**src/rtl/as6s_vp_buffer_fifo_stream_adapter.sv**
```systemverilog
`default_nettype none
// +--------------------------------------------------------------------------------------+
// | as6s_vp_buffer_fifo_stream_adapter: credit-limited FIFO read port to valid/ready     |
// | stream through a small circular skid buffer.                  Revision 1.0           |
// +--------------------------------------------------------------------------------------+
module as6s_vp_buffer_fifo_stream_adapter #(
   parameter int DATA_WIDTH     = 128,
   parameter int RAM_PIPE_STAGE = 2,
   parameter int SKID_DEPTH     = RAM_PIPE_STAGE + 2,
   parameter int CNT_W          = 3
) (
   input  logic                  clk,
   input  logic                  rst,
   input  logic                  data_trans_clr,
   input  logic                  fifo_empty,
   output logic                  fifo_rd_en,
   input  logic [DATA_WIDTH-1:0] fifo_rd_data,
   input  logic                  fifo_rd_data_val,
   output logic                  m_valid,
   input  logic                  m_ready,
   output logic [DATA_WIDTH-1:0] m_data,
   output logic [CNT_W-1:0]      skid_level,
   output logic [CNT_W-1:0]      inflight,
   output logic                  ovf_err,
   output logic                  unexp_val_err
);

   localparam int               PTR_W     = (SKID_DEPTH > 1) ? $clog2(SKID_DEPTH) : 1;
   localparam logic [CNT_W:0]   DEPTH_EXT = (CNT_W + 1)'(SKID_DEPTH);
   localparam logic [CNT_W-1:0] DEPTH_LVL = CNT_W'(SKID_DEPTH);
   localparam logic [PTR_W-1:0] LAST_PTR  = PTR_W'(SKID_DEPTH - 1);

   logic [DATA_WIDTH-1:0] entry [SKID_DEPTH];
   logic [PTR_W-1:0]      wptr;
   logic [PTR_W-1:0]      rptr;
   logic [CNT_W:0]        credit;
   logic                  push;
   logic                  pop;
   logic                  full;
   logic                  store;
   logic                  drop;
   logic                  unexp;
   logic                  infl_dec;

   function automatic logic [PTR_W-1:0] ptr_inc(input logic [PTR_W-1:0] p);
      return (p == LAST_PTR) ? '0 : p + 1'b1;
   endfunction

   // Every outstanding read already owns a skid slot, so returning data never overflows.
   assign credit     = DEPTH_EXT - {1'b0, skid_level} - {1'b0, inflight};
   assign fifo_rd_en = !rst && !fifo_empty && (credit != '0) && !data_trans_clr;

   assign push     = fifo_rd_data_val && !data_trans_clr;
   assign pop      = m_valid && m_ready;
   assign full     = (skid_level == DEPTH_LVL);
   assign store    = push && (!full || pop);
   assign drop     = push && full && !pop;
   assign unexp    = push && (inflight == '0);
   assign infl_dec = push && (inflight != '0);

   assign m_valid = (skid_level != '0);
   assign m_data  = entry[rptr];

   always_ff @(posedge clk or posedge rst) begin
      if (rst) begin
         skid_level    <= '0;
         inflight      <= '0;
         wptr          <= '0;
         rptr          <= '0;
         ovf_err       <= 1'b0;
         unexp_val_err <= 1'b0;
      end else if (data_trans_clr) begin
         skid_level    <= '0;
         inflight      <= '0;
         wptr          <= '0;
         rptr          <= '0;
         ovf_err       <= 1'b0;
         unexp_val_err <= 1'b0;
      end else begin
         if (store) wptr <= ptr_inc(wptr);
         if (pop)   rptr <= ptr_inc(rptr);
         case ({store, pop})
            2'b10:   skid_level <= skid_level + 1'b1;
            2'b01:   skid_level <= skid_level - 1'b1;
            default: skid_level <= skid_level;
         endcase
         case ({fifo_rd_en, infl_dec})
            2'b10:   inflight <= inflight + 1'b1;
            2'b01:   inflight <= inflight - 1'b1;
            default: inflight <= inflight;
         endcase
         ovf_err       <= drop;
         unexp_val_err <= unexp;
      end
   end

   // Storage is deliberately left out of reset; it is only observed while m_valid is high.
   always_ff @(posedge clk) begin
      if (store) entry[wptr] <= fifo_rd_data;
   end

endmodule
`default_nettype wire

```
**config.mk**
```make
export PLATFORM = sky130hd
export DESIGN_NAME = as6s_vp_buffer_fifo_stream_adapter
export DESIGN_NICKNAME = d
export VERILOG_FILES = /design/src/rtl/as6s_vp_buffer_fifo_stream_adapter.sv
export SDC_FILE = /design/constraint.sdc
export NUM_CORES = 1
export LEC_CHECK = 0
export BUFFER_PORTS_ARGS = -buffer_cell sky130_fd_sc_hd__buf_2
export CORE_AREA = 8 8 237 296
export CTS_CLUSTER_SIZE = 24
export DETAILED_ROUTE_END_ITERATION = 6
export DIE_AREA = 0 0 245 304
export PLACE_DENSITY_LB_ADDON = 0.1
export SYNTH_ARGS = -nofsm -noshare
export SYNTH_HDL_FRONTEND = slang
export SYNTH_SLANG_ARGS = --single-unit
```
**constraint.sdc**
```tcl
create_clock -name clk -period 13.6 [get_ports clk]
set_clock_uncertainty 0.2 [all_clocks]
set_input_delay 3.4 -clock clk [delete_from_list [all_inputs] [get_ports clk]]
set_output_delay 3.4 -clock clk [all_outputs]
set_load 0.01 [all_outputs]
```
Word level (Yosys, flattened, before mapping). Memories as Yosys holds them, arrays and structs flattened. Cells that the tools add are included.

Equal/unequal tests: 7. Reductions and logical operators: 24. Multiplexer cells: 14. $add $sub $neg: 8.

Operators by type and width (number): $mux 2 (6); $pmux 3 s2 (2); $reduce_bool 3->1 (4); $logic_and 1x1->1 (10); $eq 2x2->1 const B (4); $add 3x1->3 const B (2); $mux 3 (2); $sub 3x1->3 const B (2); $logic_not 1->1 (5); $add 2x1->2 const B (2); $eq 2x1->1 const B (2); $mux 1 (4); $reduce_bool 2->1 (2); $reduce_bool 4->1 (1); $sub 3x3->4 const A (1); $sub 4x3->4 (1); $eq 3x3->1 const B (1); $logic_not 3->1 (1); $logic_or 1x1->1 (1).

Logic and storage cells: 60. Bits of input ports: 134. Memories: 1. Output and inout port bits: 138. Bits in registers: 12. Bits in writable memories: 512.

Memories: entry (words 4, width 128, read ports 1, clocked after Yosys merged registers in 0, write ports 1, RTL line 33) `logic [DATA_WIDTH-1:0] entry [SKID_DEPTH];`.

Depth between registers and ports, before layout. Gate-level depths: netlist of the first run.

Word-level depth: 8. Mapped depth: 12. Gate-level depth less buffers: 12.

Least setup slack after synthesis of the first run. Ideal clock, no wire load.

Path kind: input -> output. From: input fifo_empty. To: output fifo_rd_en. Data arrival time: 4.109 ns. Path slack: 5.891 ns. Required time: 10.000 ns. Path buffers: 0. Stages: 3. Path through: nor2_1 > a21boi_2 > nor2b_1.

Longest elaborated chain between the ends: 4.

Ends and longest elaborated chain: start, declared (RTL line 15) `input logic fifo_empty,`; $logic_not 1->1 (RTL line 51) `assign fifo_rd_en = !rst && !fifo_empty && (credit != '0) && !data_trans_clr;`; $logic_and 1x1->1 (3 in a row) (RTL line 51); end, declared (RTL line 16) `output logic fifo_rd_en,`.

No other way between the ends.

Worst setup path in the final report of the first run. Same ends and word-level chain as after synthesis.

==> results by group, run 1 <==
Job
  – Max Cap Viol: 0

Pwr
  – Max IR drop VDD: 0.0000948 V
  – Lkg Pwr: 7.82 nW
  – Pwr dens: 161 nW/um^2
  – Pwr Total: 0.00381 W

Logic synthesis
  – Compound-Gate Fraction of Synth Area: 0.716%
  – Post-Synth XOR/XNOR Area: 0.0903%
  – Area share of and/or/nand/nor cells after synthesis: 1.25%
  – Adder-Cell Fraction of Synth Area: 0.890%
  – Syn nets: 918
  – Cell Area, Synth: 19400 sq um
  – Yosys warnings: 0
  – Largest family of logic cells by synthesized area: multiplexers
  – Yosys reg bits: 524
  – Avg Cell Area, Syn: 25.1 sq um
  – Share of synthesized registers carrying an async set or reset: 2.29%
  – Unique masters post-synth: 40
  – Mux share of post-synthesis cell area: 15.2%
  – Synth Flop Type: edfxtp_1
  – Area leader, netlist: edfxtp_1
  – Number of flops mapped to enable cells by yosys: 512
  – Area share of the leading cell type in the synthesized netlist: 79.3%
  – Post-Syn Instances: 772
  – Register area share after synthesis: 80.8%
  – Ranking of synthesized cells by area: edfxtp_1 79%, mux4_2 15%, dfrtp_1 1.5%

Worst setup path
  – Critical path launch point type: primary input
  – Slowest cell delay on critical path: 390 ps
  – Largest fanout on the critical path: 9
  – Buffers and inverters on the worst path: 2
  – Crit path top cell by count: buf_2
  – Required @ worst endpoint: 10000 ps
  – Worst EP arrival: 4380 ps
  – Worst path cell trace: buf_2 > nor2_1 > a21boi_2 > nor2b_1 > buf_2
  – Slowest CP cell: a21boi_2
  – Setup crit end kind: primary output
  – Internal reg-to-reg setup slack: 9880 ps
  – CP delay by family, top: compound AO/OA/AOI/OAI gates
  – Critical path class: in -> out

Timing
  – Worst-Margin Slew: 1030 ps
  – Final setup vio count: 0
  – Final min period: 7980 ps
  – Tcrit/Tclk final: 58.6%
  – RSZ-0062 raised after global routing: false
  – Highest Clock Rate: 125 MHz
  – Slew margin rel.: 31.3%
  – Final Hold Viols: 0
  – Fin. max-slew vios: 0
  – Post-route setup TNS: 0 ps
  – Slack of the critical path: 5620 ps

Route
  – Routed wire length: 43900 microns
  – Vias/cell: 4.47
  – DR vias: 8867
  – WL per Instance: 22.1 microns
  – TritonRoute pass-1 iters: 4
  – DRC violation count after routing: 0
  – Drt initial violations: 499
  – Antenna Nets Post-Route: 0

Floorplanning
  – Ports: 272
  – Num rows: 105
  – Die height: 304 microns
  – Placeable Area: 65300 sq um
  – Starting Density: 29.7%
  – Die Footprint: 74500 sq um
  – Die Width: 245 microns

Place
  – IO Port Bufs: 271
  – Dpl cells: 1880
  – Place WS: 5620 ps
  – Routability cong.: 0.702
  – Hpwl dp: 26700 microns

Clock tree
  – Clk buf depth: 3
  – Root Buffer: clkbuf_16
  – CTS resizes: 0
  – Hold bufs inserted after CTS: 0
  – Inserted Clock Buffers: 55
  – Post-CTS Setup Bufs: 0
  – H-tree depth: 2
  – Clk sinks: 524
  – Clock transition at the registers of the reported paths: 60 ps
  – TritonCTS clock tree: yes
  – Later-pin clock latency in the skew report: 570 ps

Final layout
  – Area Growth Syn to Fin: 22.0%
  – Fraction of layout cells with a size suffix above 1: 44.8%
  – Post-route non-filler standard cell count: 1985
  – Fillers: 6016
  – Layout Nets: 1227

GRT
  – Initial antenna violation count: 5
  – Grt ovf: 0
  – First-pass GRT wire length: 65800 microns
  – Largest net degree at the start of global routing: 60
  – Number of global-route vias before repair: 9757
  – All-layer global routing usage: 11.7%

Status
  – Status: complete, no violations

Hold path
  – Worst hold path class: reg -> reg
[metal layers]
| metal | part of all wire (%) | track usage, % | vias to the layer above | wire length [microns] |
|---|---|---|---|---|
| li1 | - | - | 3925 | - |
| met1 | 41 | 14.3 | 4658 | 18100 |
| met2 | 51 | 20.1 | 221 | 22300 |
| met3 | 6.0 | 3.27 | 61 | 2630 |
| met4 | 2.0 | 3.02 | 2 | 885 |
| met5 | 0.030 | 0 | - | 13 |
[through the flow]
stage | hold WS (ps) | instance area (sq um) | util (%)
after floorplan | 360 | 19400 | -
after global placement | 387 | 21800 | 33.3
after detailed placement | 390 | 21800 | 33.3
after CTS | 398 | 23600 | 36.2
after global routing | 435 | 23600 | 36.2
final | 396 | 23700 | 36.2
[where the power goes]
| group | switching, W | total (W) | internal [W] |
|---|---|---|---|
| sequential | 0.0000300 | 0.00185 | 0.00182 |
| clock | 0.000600 | 0.00155 | 0.000953 |
| combinational | 0.000217 | 0.000413 | 0.000195 |
| total | 0.000847 | 0.00381 | 0.00296 |
[state kept, by name (all words and copies together) (netlist names)]
name / count
entry: 512
inflight: 3
skid_level: 3
rptr: 2
wptr: 2
ovf_err: 1
unexp_val_err: 1
[cells in the final DEF, fill, tap and decap left out, types with 3 or more instances in the layout]
cell / netlist / final
inv_1: 10 / 10
dfrtp_1: 12 / 10
nor2b_1: 3 / 3
clkbuf_16: 0 / 57
edfxtp_1: 512 / 512
nor2_1: 11 / 11
clkbuf_1: 5 / 14
mux2i_1: 4 / 4
buf_4: 11 / 13
a21oi_1: 4 / 4
clkinv_2: 0 / 9
buf_2: 7 / 271
diode_2: 0 / 4
clkinvlp_4: 0 / 3
mux4_2: 128 / 128
a31oi_1: 3 / 3
bufinv_16: 0 / 10
clkinv_1: 0 / 8
fa_1: 3 / 3
ha_1: 9 / 9
nand2_1: 5 / 5
and2_4: 0 / 4
o21ai_0: 5 / 5
[Yosys cell counts, types with 2 or more instances]
library cell	n
buf_2	7
clkbuf_1	5
and2_1	4
nor2b_1	3
fa_1	3
nor3b_1	2
nor3_1	2
nand2b_1	2
a31oi_1	3
a21oi_1	4
edfxtp_1	512
dfrtp_1	12
nor2_1	11
buf_1	9
ha_1	9
or3_1	2
mux4_2	128
buf_4	11
o21ai_0	5
mux2_1	2
nand2_1	5
inv_1	10
mux2i_1	4
[logic make-up (layout without fill, tap and decap cells)]
group,Yosys count,after routing
compound gates,19,19
flops,524,524
other cells,0,4
simple gates,39,39
buf+inv,42,395
xor+xnor,2,2
mux,134,134
fa+ha+maj,12,12
[worst register-to-register path: stages (launching register included)]
cell,delay [ps]
dfrtp_1,590
inv_1,120
ha_1,220
ha_1,210
fa_1,430
xor2_1,200
a21boi_2,360
nor3b_1,120
fa_1,490
nand2b_1,70
or3b_1,350
o2111ai_1,240
[final timing paths]
path	endpoint	from	depth (start not counted)
setup / recovery	fifo_rd_en	fifo_empty	5
hold / removal	wptr[1]$_DFFE_PP0P_	wptr[1]$_DFFE_PP0P_	2
setup reg to reg	inflight[1]$_DFFE_PP0P_	skid_level[0]$_DFFE_PP0P_	11
hold reg to reg	wptr[1]$_DFFE_PP0P_	wptr[1]$_DFFE_PP0P_	2
max in group asynchronous	rptr[1]$_DFFE_PP0P_	rst	2
min in group asynchronous	unexp_val_err$_DFF_PP0_	rst	2
[final cells by class]
cell class,count,area (sq um),area share (%)
Clock inverter,30,398,1.68
Clock buffer,71,1480,6.25
Multi-Input combinational cell,206,3530,14.9
Inverter,10,37.5,0.159
Antenna cell,4,10.0,0.0423
Sequential cell,524,15700,66.3
Timing Repair Buffer,284,1450,6.15
Tap cell,856,1070,4.53
No activity file was read; power rests on OpenSTA's default activity.
==> inputs of run 2 (changes only) <==
Settings changed: ABC_AREA set to 1, CORE_AREA 8 8 237 296 to 8 8 240 300, DIE_AREA 0 0 245 304 to 0 0 248 308.
Clock period 13.6 ns to 8.2 ns, I/O delays scaled along.
==> run 2 against run 1 <==
Against the previous run:
- critical path depth unchanged
- final area up 0.43%
- wire length up 19%
- register-to-register slack lost 4900 ps
- sequential share of layout area fell by 0.29 points
- die area increased by 2.6%
- setup slack worse by 3200 ps
- clock-buffer cell count shrank 3
- sequential power is 68% higher
- final cell count grew 27%
- global-route usage rose by 1.8 points
- utilization shrank 0.95 points
- critical endpoint is now m_data[120]
- largest cell class unchanged
- highest routed layer unchanged
==> results by group, run 2 <==
GRT
  – All-layer global routing usage: 13.4%
  – First-pass GRT wire length: 78200 microns
  – Grt ovf: 0
  – Largest net degree at the start of global routing: 159
  – Initial antenna violation count: 8
  – Number of global-route vias before repair: 12100

Route
  – Vias/cell: 4.72
  – Antenna Nets Post-Route: 0
  – DRC violation count after routing: 0
  – Routed wire length: 52400 microns
  – TritonRoute pass-1 iters: 4
  – WL per Instance: 20.7 microns
  – Drt initial violations: 570
  – DR vias: 11900

Logic synthesis
  – Count leader, synth: edfxtp_1
  – Share of synthesized registers carrying an async set or reset: 2.29%
  – Register area share after synthesis: 78.7%
  – Compound-Gate Fraction of Synth Area: 10.6%
  – Yosys reg bits: 524
  – Synth top cells by count: 512 x edfxtp_1, 266 x nor2_1, 155 x o21ai_0
  – Post-Syn Instances: 1358
  – Cell Area, Synth: 19900 sq um
  – Largest family of logic cells by synthesized area: compound AO/OA/AOI/OAI gates
  – Number of flops mapped to enable cells by yosys: 512
  – Post-Synth XOR/XNOR Area: 0.0879%
  – Yosys warnings: 0
  – Area share of and/or/nand/nor cells after synthesis: 6.29%
  – Unique masters post-synth: 28
  – Adder-Cell Fraction of Synth Area: 0.867%
  – Area share of the leading cell type in the synthesized netlist: 77.2%
  – Area leader, netlist: edfxtp_1
  – Ranking of synthesized cells by area: edfxtp_1 77%, nor2_1 5.0%, o22ai_1 4.0%
  – Synth Flop Type: edfxtp_1
  – Mux share of post-synthesis cell area: 0%
  – Syn nets: 1504
  – Avg Cell Area, Syn: 14.7 sq um

Final layout
  – Largest regs: entry: 512 flops, inflight: 3 flops, skid_level: 3 flops
  – Commonest cells after routing, fill and taps aside: 512 x edfxtp_1, 271 x buf_2, 262 x nor2_1
  – Final Cell Area: 23800 sq um
  – Commonest non-fill, non-tap cell in the layout: edfxtp_1
  – Max FFs per register: 512
  – Area Growth Syn to Fin: 19.3%
  – Fraction of layout cells with a size suffix above 1: 22.9%
  – Layout Nets: 1762
  – Biggest register: entry

Hold path
  – Worst hold path class: reg -> reg

Clock tree
  – Clk sinks: 524
  – Inserted Clock Buffers: 56
  – Clock transition at the registers of the reported paths: 60 ps
  – Clk buf depth: 3
  – Later-pin clock latency in the skew report: 580 ps
  – H-tree depth: 2
  – Hold bufs inserted after CTS: 0
  – Root Buffer: clkbuf_16
  – TritonCTS clock tree: yes
  – CTS resizes: 0
  – Post-CTS Setup Bufs: 0

Floorplanning
  – Placeable Area: 67300 sq um
  – Starting Density: 29.6%
  – Ports: 272
  – Num rows: 107
  – Die Footprint: 76400 sq um
  – Die Width: 248 microns
  – Die height: 308 microns

Timing
  – Slew margin rel.: 22.3%
  – Post-route setup TNS: 0 ps
  – Tcrit/Tclk final: 70.1%
  – Minimum hold slack: 408 ps
  – Worst-Margin Slew: 1170 ps
  – Final setup vio count: 0
  – Highest Clock Rate: 174 MHz
  – RSZ-0062 raised after global routing: false
  – Slack of the critical path: 2450 ps
  – Final min period: 5750 ps
  – Fin. max-slew vios: 0
  – Final Hold Viols: 0

Worst setup path
  – Critical path launch point type: flop
  – Required @ worst endpoint: 5950 ps
  – Largest fanout on the critical path: 102
  – Critical path class: reg -> out
  – Setup crit end kind: primary output
  – Worst EP arrival: 3500 ps

Place
  – Routability cong.: 0.703
  – IO Port Bufs: 271
  – Hpwl dp: 28600 microns
  – DP Area: 22000 sq um
  – Place WS: 2950 ps

Pwr
  – Pwr dens: 304 nW/um^2
  – Max IR drop VDD: 0.000219 V
  – Lkg Pwr: 8.20 nW

Status
  – Status: complete, no violations

Job
  – Max Cap Viol: 0
[run 2: cell count changes after synthesis, sizes merged, moves of 20 or more]
cell / before / now
inv: 10 / 30
nand2: 5 / 35
nor2: 12 / 266
o22ai: 0 / 128
o21ai: 5 / 260
mux4: 128 / 0
clkbuf: 5 / 39
[run 2: worst paths after layout]
path	cells after the start	slack (ps)	start	end
setup / recovery	5	2450	rptr[0]$_DFFE_PP0P_	m_data[120]
hold / removal	2	410	skid_level[1]$_DFFE_PP0P_	skid_level[1]$_DFFE_PP0P_
setup reg to reg	17	5010	skid_level[0]$_DFFE_PP0P_	inflight[2]$_DFFE_PP0P_
hold reg to reg	2	410	skid_level[1]$_DFFE_PP0P_	skid_level[1]$_DFFE_PP0P_
max in group asynchronous	2	6050	rst	rptr[0]$_DFFE_PP0P_
min in group asynchronous	2	1330	rst	skid_level[1]$_DFFE_PP0P_
[run 2: cell families after synthesis]
logic type	Yosys count
buf+inv	115
simple gates	315
xor+xnor	2
compound gates	390
flops	524
fa+ha+maj	12
[run 2: final cells by class]
type                            count  area (sq um)
Inverter                           30           125
Tap cell                          872          1090
Timing Repair Buffer              285          1520
Sequential cell                   524         15700
Fill cell                        6551         43600
Multi-Input combinational cell    719          3590
Antenna cell                        3          7.51
Clock inverter                     27           273
Clock buffer                       68          1470
[run 2: critical path, cell delays in order, from the launching register on]
cell	delay, ps
dfrtp_4	450
buf_4	710
buf_4	900
o21ai_0	230
o22ai_1	270
buf_2	180
[run 2: report_power, final]
part / switching, W / internal, W
combinational: 0.00116 / 0.000527
sequential: 0.0000480 / 0.00305
clock: 0.000989 / 0.00144
[run 2: per-layer routing]
metal / wire [microns] / up-vias / global-route usage, % / part of all wire, %
met5: 81 / - / 0 / 0.15
met4: 1220 / 12 / 3.79 / 2.3
met3: 2850 / 78 / 3.51 / 5.4
met2: 25800 / 229 / 23.0 / 49
met1: 22500 / 5973 / 16.6 / 43
li1: - / 5635 / - / -
[run 2: per-stage QoR]
stage,utilization [%],std cells,total power [W]
4_1_cts,35.3,2525,0.00739
2_1_floorplan,-,1358,0.00422
3_5_place_dp,32.7,2430,0.00491
5_1_grt,35.3,2525,0.00760
6_report,35.3,2528,0.00722
3_3_place_gp,32.7,2430,0.00490
